`src/rtl/roi_metering_pkg.sv`:
```
// Shared camera package: metering FSM states and default parameter constants.
package roi_metering_pkg;

  localparam int DEF_DATA_WIDTH    = 10;
  localparam int DEF_OUT_WIDTH     = 8;
  localparam int DEF_MAX_SIZE_LOG2 = 9;
  localparam int DEF_COORD_WIDTH   = 11;
  localparam int NUM_CH            = 3;

  typedef enum logic [1:0] {
    ST_IDLE   = 2'd0,
    ST_ACTIVE = 2'd1,
    ST_DONE   = 2'd2
  } meter_state_e;

endpackage

```
`src/rtl/roi_metering_accumulator.sv`:
```
// Per-channel window sum; cleared at frame start, adds one pixel per enabled cycle.
module metering_accumulator #(
  parameter int DATA_WIDTH = 10,
  parameter int SUM_WIDTH  = 28
) (
  input  logic                  clock_in,
  input  logic                  reset_in,
  input  logic                  clear_in,
  input  logic                  enable_in,
  input  logic [DATA_WIDTH-1:0] data_in,
  output logic [SUM_WIDTH-1:0]  sum_out
);

  logic [SUM_WIDTH-1:0] sum_q, sum_d;

  always_comb begin
    sum_d = sum_q;
    if (clear_in)
      sum_d = '0;
    else if (enable_in)
      sum_d = sum_q + SUM_WIDTH'(data_in);
  end

  always_ff @(posedge clock_in or posedge reset_in) begin
    if (reset_in) sum_q <= '0;
    else          sum_q <= sum_d;
  end

  assign sum_out = sum_q;

endmodule

```
`src/rtl/roi_metering.sv`:
```
// Square-window RGB averaging and saturation counting over one frame,
// with a ready/ack result handshake and sticky overrun flag.
module roi_metering
  import roi_metering_pkg::*;
#(
  parameter int DATA_WIDTH    = DEF_DATA_WIDTH,
  parameter int OUT_WIDTH     = DEF_OUT_WIDTH,
  parameter int MAX_SIZE_LOG2 = DEF_MAX_SIZE_LOG2,
  parameter int COORD_WIDTH   = DEF_COORD_WIDTH
) (
  input  logic                       clock_in,
  input  logic                       reset_in,
  input  logic [DATA_WIDTH-1:0]      red_data_in,
  input  logic [DATA_WIDTH-1:0]      green_data_in,
  input  logic [DATA_WIDTH-1:0]      blue_data_in,
  input  logic                       line_valid_in,
  input  logic                       frame_valid_in,
  input  logic [COORD_WIDTH-1:0]     x_start_in,
  input  logic [COORD_WIDTH-1:0]     y_start_in,
  input  logic [3:0]                 size_log2_in,
  input  logic [DATA_WIDTH-1:0]      saturate_threshold_in,
  input  logic                       metering_ack_in,
  output logic [OUT_WIDTH-1:0]       red_metering_out,
  output logic [OUT_WIDTH-1:0]       green_metering_out,
  output logic [OUT_WIDTH-1:0]       blue_metering_out,
  output logic [2*MAX_SIZE_LOG2:0]   saturated_count_out,
  output logic                       metering_ready_out,
  output logic                       overrun_out,
  output logic                       incomplete_out
);

  localparam int SUM_W  = DATA_WIDTH + 2*MAX_SIZE_LOG2;
  localparam int CNT_W  = 2*MAX_SIZE_LOG2 + 1;
  localparam int CW1    = COORD_WIDTH + 1;
  localparam int STAGES = 1;
  localparam logic [3:0] MAX_SZ = 4'(MAX_SIZE_LOG2);

  meter_state_e state_q, state_d;

  logic                         fv_q, fv_d;
  logic                         lv_q, lv_d;
  logic [COORD_WIDTH-1:0]       x_q, x_d, y_q, y_d;
  logic [COORD_WIDTH-1:0]       x_start_q, x_start_d, y_start_q, y_start_d;
  logic [3:0]                   size_q, size_d;
  logic [DATA_WIDTH-1:0]        thr_q, thr_d;
  logic [CNT_W-1:0]             win_cnt_q, win_cnt_d;
  logic [CNT_W-1:0]             sat_cnt_q, sat_cnt_d;
  logic [STAGES:0]              vld_pipe_q, vld_pipe_d;
  logic [NUM_CH-1:0][OUT_WIDTH-1:0] meter_q, meter_d;
  logic [CNT_W-1:0]             sat_out_q, sat_out_d;
  logic                         ready_q, ready_d;
  logic                         overrun_q, overrun_d;
  logic                         incomplete_q, incomplete_d;

  logic [NUM_CH-1:0][DATA_WIDTH-1:0] pix;
  logic [NUM_CH-1:0][SUM_W-1:0]      sum;

  logic           fv_rise, start, pix_vld, in_win, acc_en, sat_pix;
  logic           size_ok, result_ok;
  logic [CW1-1:0] side, x_ext, y_ext, xs_ext, ys_ext;
  logic [CNT_W-1:0] full_cnt;

  assign pix = {blue_data_in, green_data_in, red_data_in};

  assign fv_rise = frame_valid_in && !fv_q;
  assign start   = (state_q == ST_IDLE) && fv_rise;
  assign pix_vld = (state_q == ST_ACTIVE) && frame_valid_in && line_valid_in;

  // Window bounds compared one bit wider than coordinates so x_start+side never wraps.
  assign side   = CW1'(1) << size_q;
  assign x_ext  = {1'b0, x_q};
  assign y_ext  = {1'b0, y_q};
  assign xs_ext = {1'b0, x_start_q};
  assign ys_ext = {1'b0, y_start_q};
  assign in_win = (x_ext >= xs_ext) && (x_ext < xs_ext + side) &&
                  (y_ext >= ys_ext) && (y_ext < ys_ext + side);
  assign acc_en = pix_vld && in_win;

  always_comb begin
    sat_pix = 1'b0;
    for (int c = 0; c < NUM_CH; c++)
      if (pix[c] >= thr_q) sat_pix = 1'b1;
  end

  assign full_cnt  = CNT_W'(1) << {size_q, 1'b0};
  assign size_ok   = (size_q != 4'd0) && (size_q <= MAX_SZ);
  assign result_ok = size_ok && (win_cnt_q == full_cnt);

  genvar g;
  generate
    for (g = 0; g < NUM_CH; g++) begin : g_acc
      metering_accumulator #(
        .DATA_WIDTH (DATA_WIDTH),
        .SUM_WIDTH  (SUM_W)
      ) u_acc (
        .clock_in  (clock_in),
        .reset_in  (reset_in),
        .clear_in  (start),
        .enable_in (acc_en),
        .data_in   (pix[g]),
        .sum_out   (sum[g])
      );
    end
  endgenerate

  always_comb begin
    state_d      = state_q;
    fv_d         = frame_valid_in;
    lv_d         = lv_q;
    x_d          = x_q;
    y_d          = y_q;
    x_start_d    = x_start_q;
    y_start_d    = y_start_q;
    size_d       = size_q;
    thr_d        = thr_q;
    win_cnt_d    = win_cnt_q;
    sat_cnt_d    = sat_cnt_q;
    vld_pipe_d   = {vld_pipe_q[STAGES-1:0], 1'b0};
    meter_d      = meter_q;
    sat_out_d    = sat_out_q;
    ready_d      = ready_q;
    overrun_d    = overrun_q;
    incomplete_d = 1'b0;

    case (state_q)
      ST_IDLE: begin
        if (fv_rise) begin
          state_d   = ST_ACTIVE;
          x_start_d = x_start_in;
          y_start_d = y_start_in;
          size_d    = size_log2_in;
          thr_d     = saturate_threshold_in;
          x_d       = '0;
          y_d       = '0;
          lv_d      = 1'b0;
          win_cnt_d = '0;
          sat_cnt_d = '0;
        end
      end
      ST_ACTIVE: begin
        if (!frame_valid_in) begin
          state_d       = ST_DONE;
          vld_pipe_d[0] = result_ok;
          incomplete_d  = !result_ok;
        end else begin
          lv_d = line_valid_in;
          if (line_valid_in) begin
            x_d = x_q + COORD_WIDTH'(1);
          end else if (lv_q) begin
            x_d = '0;
            y_d = y_q + COORD_WIDTH'(1);
          end
          if (acc_en) begin
            win_cnt_d = win_cnt_q + CNT_W'(1);
            if (sat_pix) sat_cnt_d = sat_cnt_q + CNT_W'(1);
          end
        end
      end
      ST_DONE: state_d = ST_IDLE;
      default: state_d = ST_IDLE;
    endcase

    // Sums and config stay frozen until the next frame start, so the result
    // stage can read them directly two edges after frame end.
    if (vld_pipe_q[STAGES]) begin
      for (int c = 0; c < NUM_CH; c++)
        meter_d[c] = OUT_WIDTH'((sum[c] >> {size_q, 1'b0}) >> (DATA_WIDTH - OUT_WIDTH));
      sat_out_d = sat_cnt_q;
      ready_d   = 1'b1;
      if (ready_q && !metering_ack_in) overrun_d = 1'b1;
    end else if (metering_ack_in) begin
      ready_d = 1'b0;
    end
  end

  always_ff @(posedge clock_in or posedge reset_in) begin
    if (reset_in) begin
      state_q      <= ST_IDLE;
      // A frame already under way at reset release must not look like a rising edge.
      fv_q         <= 1'b1;
      lv_q         <= 1'b0;
      x_q          <= '0;
      y_q          <= '0;
      x_start_q    <= '0;
      y_start_q    <= '0;
      size_q       <= '0;
      thr_q        <= '0;
      win_cnt_q    <= '0;
      sat_cnt_q    <= '0;
      vld_pipe_q   <= '0;
      meter_q      <= '0;
      sat_out_q    <= '0;
      ready_q      <= 1'b0;
      overrun_q    <= 1'b0;
      incomplete_q <= 1'b0;
    end else begin
      state_q      <= state_d;
      fv_q         <= fv_d;
      lv_q         <= lv_d;
      x_q          <= x_d;
      y_q          <= y_d;
      x_start_q    <= x_start_d;
      y_start_q    <= y_start_d;
      size_q       <= size_d;
      thr_q        <= thr_d;
      win_cnt_q    <= win_cnt_d;
      sat_cnt_q    <= sat_cnt_d;
      vld_pipe_q   <= vld_pipe_d;
      meter_q      <= meter_d;
      sat_out_q    <= sat_out_d;
      ready_q      <= ready_d;
      overrun_q    <= overrun_d;
      incomplete_q <= incomplete_d;
    end
  end

  assign red_metering_out    = meter_q[0];
  assign green_metering_out  = meter_q[1];
  assign blue_metering_out   = meter_q[2];
  assign saturated_count_out = sat_out_q;
  assign metering_ready_out  = ready_q;
  assign overrun_out         = overrun_q;
  assign incomplete_out      = incomplete_q;

endmodule
```
`config.mk`:
```
export PLATFORM = sky130hd
export DESIGN_NAME = roi_metering
export DESIGN_NICKNAME = d
export VERILOG_FILES = /design/src/rtl/roi_metering_pkg.sv /design/src/rtl/roi_metering_accumulator.sv /design/src/rtl/roi_metering.sv
export SDC_FILE = /design/constraint.sdc
export NUM_CORES = 1
export LEC_CHECK = 0
export CAP_MARGIN = 10
export CORE_AREA = 5 5 221 223
export CTS_CLUSTER_DIAMETER = 80
export CTS_CLUSTER_SIZE = 20
export DETAILED_ROUTE_END_ITERATION = 12
export DIE_AREA = 0 0 226 228
export SYNTH_ARGS = -nofsm -noshare
export SYNTH_HDL_FRONTEND = slang
export SYNTH_SLANG_ARGS = --single-unit
```
`constraint.sdc`:
```
create_clock -name clock_in -period 17.5 [get_ports clock_in]
set_input_delay 3.5 -clock clock_in [delete_from_list [all_inputs] [get_ports clock_in]]
set_output_delay 3.5 -clock clock_in [all_outputs]
set_load 0.005 [all_outputs]
```
# Word-level counts from Yosys, hierarchy flattened

Index checks and enable logic that the tools add are counted.

Input port bits: 71
Bits in registers: 232

Magnitude comparators: 8
Equality and inequality tests: 10
Reduce and logical (&&, ||, !) cells: 27
Muxes and demuxes: 38
Shift-type cells: 5
Add/sub/neg operators: 9

Operators with widths:

| kind                                                                | count |
|---|---|
| 28-bit 2-to-1 mux                                                   | 6 |
| 19-bit 2-to-1 mux                                                   | 6 |
| 28-bit by 10-bit adder with 28-bit output                           | 3 |
| 28-bit by 5-bit >> shifter with 10-bit output                       | 3 |
| 11-bit 2-to-1 mux                                                   | 7 |
| 19-bit one-hot mux with 2 select lines                              | 2 |
| 11-bit one-hot mux with 2 select lines                              | 2 |
| 19-bit by 1-bit adder with 19-bit output (second input constant)    | 2 |
| 10-bit greater-or-equal comparator                                  | 3 |
| 11-bit by 12-bit adder with 12-bit output                           | 2 |
| 11-bit by 12-bit less-than comparator with 1-bit output             | 2 |
| 11-bit by 1-bit adder with 11-bit output (second input constant)    | 2 |
| 11-bit greater-or-equal comparator                                  | 2 |
| 19-bit == test                                                      | 1 |
| 1-bit by 5-bit << shifter with 19-bit output (first input constant) | 1 |
| 2-bit inequality test (second input constant)                       | 7 |
| 1-bit by 4-bit << shifter with 12-bit output (first input constant) | 1 |
| 1-bit logical AND                                                   | 11 |
| 1-bit 2-to-1 mux                                                    | 11 |
| 5-bit AND reduction                                                 | 2 |
| 4-bit AND reduction                                                 | 2 |
| 2-bit AND reduction                                                 | 3 |
| 2-bit nonzero test                                                  | 3 |
| 4-bit less-or-equal comparator (second input constant)              | 1 |
| 9 further kinds                                                     | 12 |

# Depth between registers and ports, before layout

Gate-level depths: netlist of the first run.

Word-level depth: 10
Gate-level depth with buffers: 26
Depth with buffers taken out: 21

# Modules after synthesis

A second synthesis of the first run with hierarchy kept.

Cell total of the unflattened synthesis: 1899
Area, all modules: 17249.0 um^2

Modules (own cells, without submodules):

| module                                     | area each (um^2) | times used | sequential area each (um^2) | cells each |
|---|---|---|---|---|
| roi_metering                               | 11250.8          | 1          | 3704.8                      | 1263 |
| metering_accumulator at g_acc[0].u_acc ... | 2119.5           | 2          | 700.7                       | 224 |
| metering_accumulator at g_acc[2].u_acc     | 1759.2           | 1          | 700.7                       | 188 |

# Worst setup path after synthesis of the first run

No wires, ideal clock.

Path kind: input to register
Start: input red_data_in[0]
End: register g_acc[0].u_acc.sum_q[14]
Stages on the path: 13
Arrival: 5.801 ns
Slack: 11.621 ns
Path through: ha_1 inv_1 fa_1 nor2b_1 o21ai_0 a21oi_1 o21ai_0 a21oi_1 a31oi_1 nand2b_1 clkbuf_1 or4_1 a21oi_1

Cells in the longest elaborated chain, start to end: 3

Ends and longest elaborated chain:

| what                                      | line                           | RTL |
|---|---|---|
| from (decl)                               | roi_metering.sv:13             | `input logic [DATA_WIDTH-1:0] red_data_in,` |
| 28-bit by 10-bit adder with 28-bit output | roi_metering_accumulator.sv:21 | `sum_d = sum_q + SUM_WIDTH'(data_in);` |
| 28-bit 2-to-1 mux                         | roi_metering_accumulator.sv:20 | `else if (enable_in)` |
| 28-bit 2-to-1 mux                         | roi_metering_accumulator.sv:18 | `if (clear_in)` |
| to (signal assigned)                      | roi_metering_accumulator.sv:26 | `else sum_q <= sum_d;` |
| to (decl)                                 | roi_metering_accumulator.sv:14 | `logic [SUM_WIDTH-1:0] sum_q, sum_d;` |

No other way between the ends. The select of a mux whose other input is x is not followed.
A chain may end at the register's enable or synchronous reset.

# Worst setup path in the final report of the first run

Start: register size_q[0]
End: register g_acc[0].u_acc.sum_q[23]

Cells in the longest elaborated chain, start to end: 8
Elaborated cells on any way between the ends: 10
Classes of those cells: 2 x add/sub; 2 x order compare; 1 x shift; 5 x reduce/logical

Ends and longest elaborated chain:

| what                                                    | line                | RTL |
|---|---|---|
| from (decl)                                             | roi_metering.sv:44  | `logic [3:0] size_q, size_d;` |
| from (signal assigned)                                  | roi_metering.sv:204 | `size_q <= size_d;` |
| 1-bit by 4-bit << shifter with 12-bit output *          | roi_metering.sv:70  | `assign side = CW1'(1) << size_q;` |
| 11-bit by 12-bit adder with 12-bit output               | roi_metering.sv:75  | `assign in_win = (x_ext >= xs_ext) && (x_ext < xs_ext + side) &&` |
| 11-bit by 12-bit less-than comparator with 1-bit output | roi_metering.sv:75  |  |
| 1-bit logical AND (2 in series)                         | roi_metering.sv:75  |  |
| 1-bit logical AND *                                     | roi_metering.sv:76  | `(y_ext >= ys_ext) && (y_ext < ys_ext + side);` |
| 1-bit logical AND *                                     | roi_metering.sv:77  | `assign acc_en = pix_vld && in_win;` |
| 2-bit nonzero test (no line) *                          | -                   |  |

Every way passes the cells marked *; elsewhere a longest branch is shown, timed or not.

==> results of run 1 <==
per-stage QoR:
step,instance area [µm²],std cells
2_1_floorplan,16100,1794
6_report,18600,2480
4_1_cts,18600,2480
3_3_place_gp,17800,2440
3_5_place_dp,17800,2440
5_1_grt,18600,2480
cell families after synthesis:
logic type / share of synthesized area, %
compound gates: 18.1
fa+ha+maj: 10.0
simple gates: 18.5
buf+inv: 4.23
xor+xnor: 3.15
mux: 9.98
flops: 36.0
critical path: cells and delay by family, from the launching register on:
kind,cells,cell delay [ps]
simple gates,5,1560
buf+inv,3,1760
compound gates,10,2100
xor+xnor,1,180
flops,1,800
fa+ha+maj,2,620
layout make-up:
type	instances	area, µm²	area share (%)
clock buffer	26	607	3.26
timing repair buffer	135	1300	7.00
clock inverter	14	179	0.961
sequential	232	5810	31.2
multi-input combinational	1390	9670	51.9
inverter	76	293	1.57
tap	607	759	4.08
how the worst max path moves through the flow:
stage	cells past startpoint	slack, ps	endpoint
final	21	10280	g_acc[0].u_acc.sum_out[23]
after detailed placement	9	10210	g_acc[0].u_acc.sum_out[20]
after global placement	9	10270	g_acc[0].u_acc.sum_out[20]
after floorplan	1	7640	blue_metering_out[0]
after global routing	21	9700	g_acc[0].u_acc.sum_out[22]
after CTS	21	10340	g_acc[0].u_acc.sum_out[23]
power breakdown:
group / internal (mW) / total [mW] / switching [mW] / leakage, nW
sequential: 0.593 / 0.658 / 0.0647 / 3.12
clock: 0.278 / 0.535 / 0.257 / 0.383
combinational: 0.228 / 0.518 / 0.291 / 4.57
total: 1.10 / 1.71 / 0.613 / 8.08
routing by layer:
metal,vias to the layer above,GRT usage [%],part of all wire (%)
met5,-,0,0
met3,75,2.89,5.9
met4,0,5.03,2.6
met2,410,28.7,45
met1,6940,27.0,47
li1,6755,-,-
state kept, by name (all words and copies together) (netlist names), 10 cells and up:
signal / cells
win_cnt_q: 19
x_start_q: 11
x_q: 11
g_acc.u_acc.sum_out: 84
sat_cnt_q: 19
y_q: 11
y_start_q: 11
thr_q: 10
saturated_count_out: 19
layout by cell type (no fill, tap or decap), drive strengths merged, types with 17 or more instances in the layout:
master	count
a31oi	28
clkbuf	26
clkdlybuf4s50	116
inv	84
and3	39
nand3	66
nor2	85
a21o	25
xnor2	38
o21ai	126
nor2b	17
a21oi	120
nor3	29
or4	31
o31ai	28
mux2	21
ha	124
xor2	20
buf	19
o221ai	18
dfrtp	231
nand4	34
nand2	238
mux2i	99
mux4	17
==> impl_results.md, run 1 <==
* Vias per cell at about 5.7
* TritonCTS clock tree: built
* Worst Path Arrival at 7670 ps
* DR pass1 iterations at 5
* Mapped Area at ~0.016 mm²
* Worst slew margin at 18.5%
* R2R Setup Slk at 10280 ps
* Remaining DRCs at 0
* Cell leakage power at 8.08 nW
* Area share of the largest cell type after synthesis at 35.8%
* Final worst slack at 10280 ps
* Initial DRC count at 1151
* Max-Cap Viols at 0
* Dpl ws at 10210 ps
* Syn Inst Count at 1794
* Die X at 226 µm
* Synth top area cells: dfrtp_1, ha_1, mux2i_1, nand2_1, o21ai_0
* Cell Pwr Density at 91.9 mW/mm²
* Seq/Total Area, Yosys at 36.0%
* Vias in the first global route at 13700
* Vias at approximately 14000
* Post-synth EDFFs at 0
* Min Hold Slack at 353 ps
* Worst setup SP type: flip-flop
* Crit. Startpoint: size_q[0]
* Fmax at 139 MHz
* Post-route setup TNS at 0 ps
* Row cnt at between 70 and 80
* Syn nets at 1992
* Min cycle time layout at 7220 ps
* Inserted Clock Buffers at 22
* Synth Warn # at 0
* Ports at roughly 120
* PortBufs at 116
* Diodes inserted at 0
* Post-synthesis register bit count at 232
* RR Endpoint: g_acc[0].u_acc.sum_out[23]
* Post-CTS Setup Repair Bufs at 0
* Hold Path Cell Cnt at 0
* Ys flop type: dfrtp_1
* Worst-skew pair later-pin latency at approximately 550 ps
* Detail Placement HPWL at ~35000 µm
* Initial Util at 34.8%
* CP Cell Sequence: buf_4 > inv_1 > nand2_1 > nor2_1 > ha_1 > and4_1 > a22o_1 > a31oi_1 > o21bai_1 > a21oi_1 > o21bai_1 > a21oi_1 > xor2_1 > ha_1 > a21o_1 > a221oi_1 > o2bb2ai_4 > nand3_4 > buf_4 > or4_1 > a21oi_1
* Final WL at 49000 µm
* Yosys top cell by area: dfrtp_1
* NumNets Final at 2055
* Post-synth top cells: nand2_1, dfrtp_1, ha_1, o21ai_0, a21oi_1
* Worst VDD drop at around 59 µV
* CTS H-tree lvls at 1
* Total grt overflow at 0
* Avg WL per Cell at about 20 µm
* Total clock sinks at 232
* R2R Path Start: size_q[0]
* Leading cell type by number of instances after synthesis: nand2_1
* Post-CTS sizing at 0
* Die height at ~230 µm
* Pin count of the biggest net entering global routing at 117
* Clock transition at the registers of the reported paths at around 80 ps
* Hold Path Sink: vld_pipe_q[1]
* CORE AREA at between 0.04 and 0.05 mm²
* CTS root buf: clkbuf_16
* Worst path max stage delay at 800 ps
* Final ANT Viol Nets at 0
* # setup viols final at 0
* Period utilization at 41.2%
* Crit. End Element: flip-flop
* Area grow syn2layout at 15.4%
* Setup Crit Path Kind: flip-flop to flip-flop
* Final hold viol count at 0
* Share of layout cells above drive strength 1 at 6.83%
* Gr usage total at 18.5%
* CP Data Required Time at 17950 ps
* Cell mode on critical path: a21oi_1
* Outcome: finished, final reports clean
* Hold wc startpoint: vld_pipe_q[0]
* Slowest CP cell: dfrtp_4
* Worst Skew at 21.1 ps
* Register-to-Register Path Depth at 21
* Mean Syn Cell Area at 9.00 µm²
* Initial antenna violation count at 0
* Pwr Total at 1.71 mW
* Die area at 0.0515 mm²
* Max Fanout on Critical Path at 74
* Fin. max-slew vios at 0
* Routability congestion estimate at 0.888
* Final core occ at between 40% and 50%
* Ys async rst share at 100%
* First-pass GRT wire length at 78400 µm
* Hold crit path type: flip-flop to flip-flop
* Hold Buf Count CTS at 0
* # fillers at approximately 4600
* Clock tree buffer depth at 3
* RSZ-0062 raised after global routing: no
* Worst-margin pin slew at 1220 ps
* Synth unique cells at 77
(Power assumes the default switching activity.)
==> run 2: changes to the inputs <==
clock period = 7 ns   (was 17.5 ns; I/O delays follow)
==> run 2 against run 1 <==
Net effect: highest routed layer unchanged; critical path depth rose by 1; via count fell by 0.77%; first-iteration DRC count rose by 14%; global-route usage fell by 0.70 points; routed wire length fell by 3.1%; largest cell class unchanged; worst setup slack got worse by 9200 ps.
==> impl_results.md, run 2 (same netlist as run 1, synthesis figures left out) <==
* Outcome: finished, final reports clean
* Clock tree buffer depth at 3
* Worst-margin pin slew at around 1100 ps
* Share of layout cells above drive strength 1 at around 6.7%
* Vias in the first global route at 13424
* Avg WL per Cell at roughly 19 µm
* Initial Util at 34.8%
* Worst-skew pair later-pin latency at 530 ps
* Post-CTS sizing at 0
* Worst slew margin at 24.9%
* Max-Cap Viols at 0
* WP buf/inv at 2
* Cell leakage power at 8.03 nW
* Worst path max stage delay at 760 ps
* Worst Path Arrival at 6320 ps
* CP Cell Sequence: nor2_1 > nand2_1 > inv_1 > ha_1 > ha_1 > nor2_1 > o32ai_1 > a22o_1 > maj3_1 > nand4_1 > a41oi_1 > o21ai_0 > nand2b_1 > xnor2_1 > ha_1 > and3_1 > a221oi_1 > o2bb2ai_4 > nand3_4 > buf_4 > or4_1 > a21oi_1
* Max reg flops at 84
* Final core occ at 39.9%
* Most frequent cells in the layout: nand2_1, dfrtp_1, o21ai_0, ha_1, a21oi_1
* Final ANT Viol Nets at 0
* Post-route setup TNS at 0 ps
* Ports at 117
* Gr usage total at 17.8%
* Clock transition at the registers of the reported paths at 90 ps
* CTS H-tree lvls at 1
* Placed Area at ~0.018 mm²
* Slowest CP cell: dfrtp_4
* Setup Crit Path Kind: flip-flop to flip-flop
* Post-CTS Setup Repair Bufs at 0
* Crit. End Element: flip-flop
* RSZ-0062 raised after global routing: no
* Final hold viol count at 0
* Vias at approximately 14000
* Hold Buf Count CTS at 0
* PortBufs at roughly 120
* Worst setup SP type: flip-flop
* Final worst slack at 1130 ps
* Commonest non-fill, non-tap cell in the layout: nand2_1
* # setup viols final at 0
* CP top delay family: simple AND/OR/NAND/NOR gates
* Total grt overflow at 0
* Cell Pwr Density at roughly 220 mW/mm²
* Final WL at 47500 µm
* Min cycle time layout at 5870 ps
* NumNets Final at between 2000 and 2500
* Initial antenna violation count at 1
* Die area at 0.0515 mm²
* First-pass GRT wire length at 75900 µm
* Routability congestion estimate at approximately 0.91
* Worst Skew at approximately 22 ps
* Die X at 226 µm
* Dpl ws at roughly 1200 ps
* Area grow syn2layout at 14.6%
* Total clock sinks at 232
* DR pass1 iterations at 5
* Fmax at approximately 170 MHz
* Initial DRC count at 1313
* Row cnt at 79
* Diodes inserted at 0
* Die height at approximately 230 µm
* Inserted Clock Buffers at 18
* Fin. max-slew vios at 0
* Final Cell Area at 0.0185 mm²
* Placed cells at 2446
* Cell mode on critical path: ha_1
* Pin count of the biggest net entering global routing at ~110
* Max Fanout on Critical Path at 111
* TritonCTS clock tree: built
* CORE AREA at 0.0464 mm²
* Remaining DRCs at 0
* Fin cells at 2476
* Detail Placement HPWL at between 30000 and 40000 µm
* Worst VDD drop at around 170 µV
* CTS root buf: clkbuf_16
* Hold crit path type: flip-flop to flip-flop
* Period utilization at 83.9%
* Vias per cell at roughly 5.7
* CP Data Required Time at between 7000 and 8000 ps
run 2: where the power goes:
group / switching, mW / internal [mW] / leakage (nW)
Clock: 0.548 / 0.548 / 0.294
Sequential: 0.153 / 1.48 / 3.12
Combinational: 0.732 / 0.580 / 4.61
run 2: layer usage:
metal	routed length (µm)	GRT usage, %
met1	22000	26.4
met2	21700	28.0
met3	2650	1.98
met4	1050	4.20
met5	0	0
run 2: worst paths after layout:
| kind | startpoint | end | slack, ps | depth (start not counted) |
|---|---|---|---|---|
| setup / recovery | size_q[0] | g_acc[1].u_acc.sum_out[16] | 1130 | 22 |
| hold / removal | vld_pipe_q[0] | vld_pipe_q[1] | 350 | 0 |
| setup reg to reg | size_q[0] | g_acc[1].u_acc.sum_out[16] | 1130 | 22 |
| hold reg to reg | vld_pipe_q[0] | vld_pipe_q[1] | 350 | 0 |
| max in group asynchronous | reset_in | green_metering_out[2] | 4220 | 3 |
| min in group asynchronous | reset_in | y_start_q[7] | 1440 | 2 |
run 2: through the flow:
stage	hold slack, ps	power (mW)
after detailed placement	335	2.96
after CTS	354	4.09
after floorplan	331	2.43
after global routing	368	4.30
final	352	4.04
after global placement	334	2.94
run 2: layout make-up:
| cell class | instances | area (µm²) |
|---|---|---|
| Fill cell | 4558 | 27900 |
| Tap cell | 607 | 759 |
| Clock buffer | 19 | 475 |
| Clock inverter | 10 | 111 |
| Inverter | 76 | 289 |
| Multi-Input combinational cell | 1390 | 9670 |
| Timing Repair Buffer | 142 | 1390 |
| Sequential cell | 232 | 5810 |
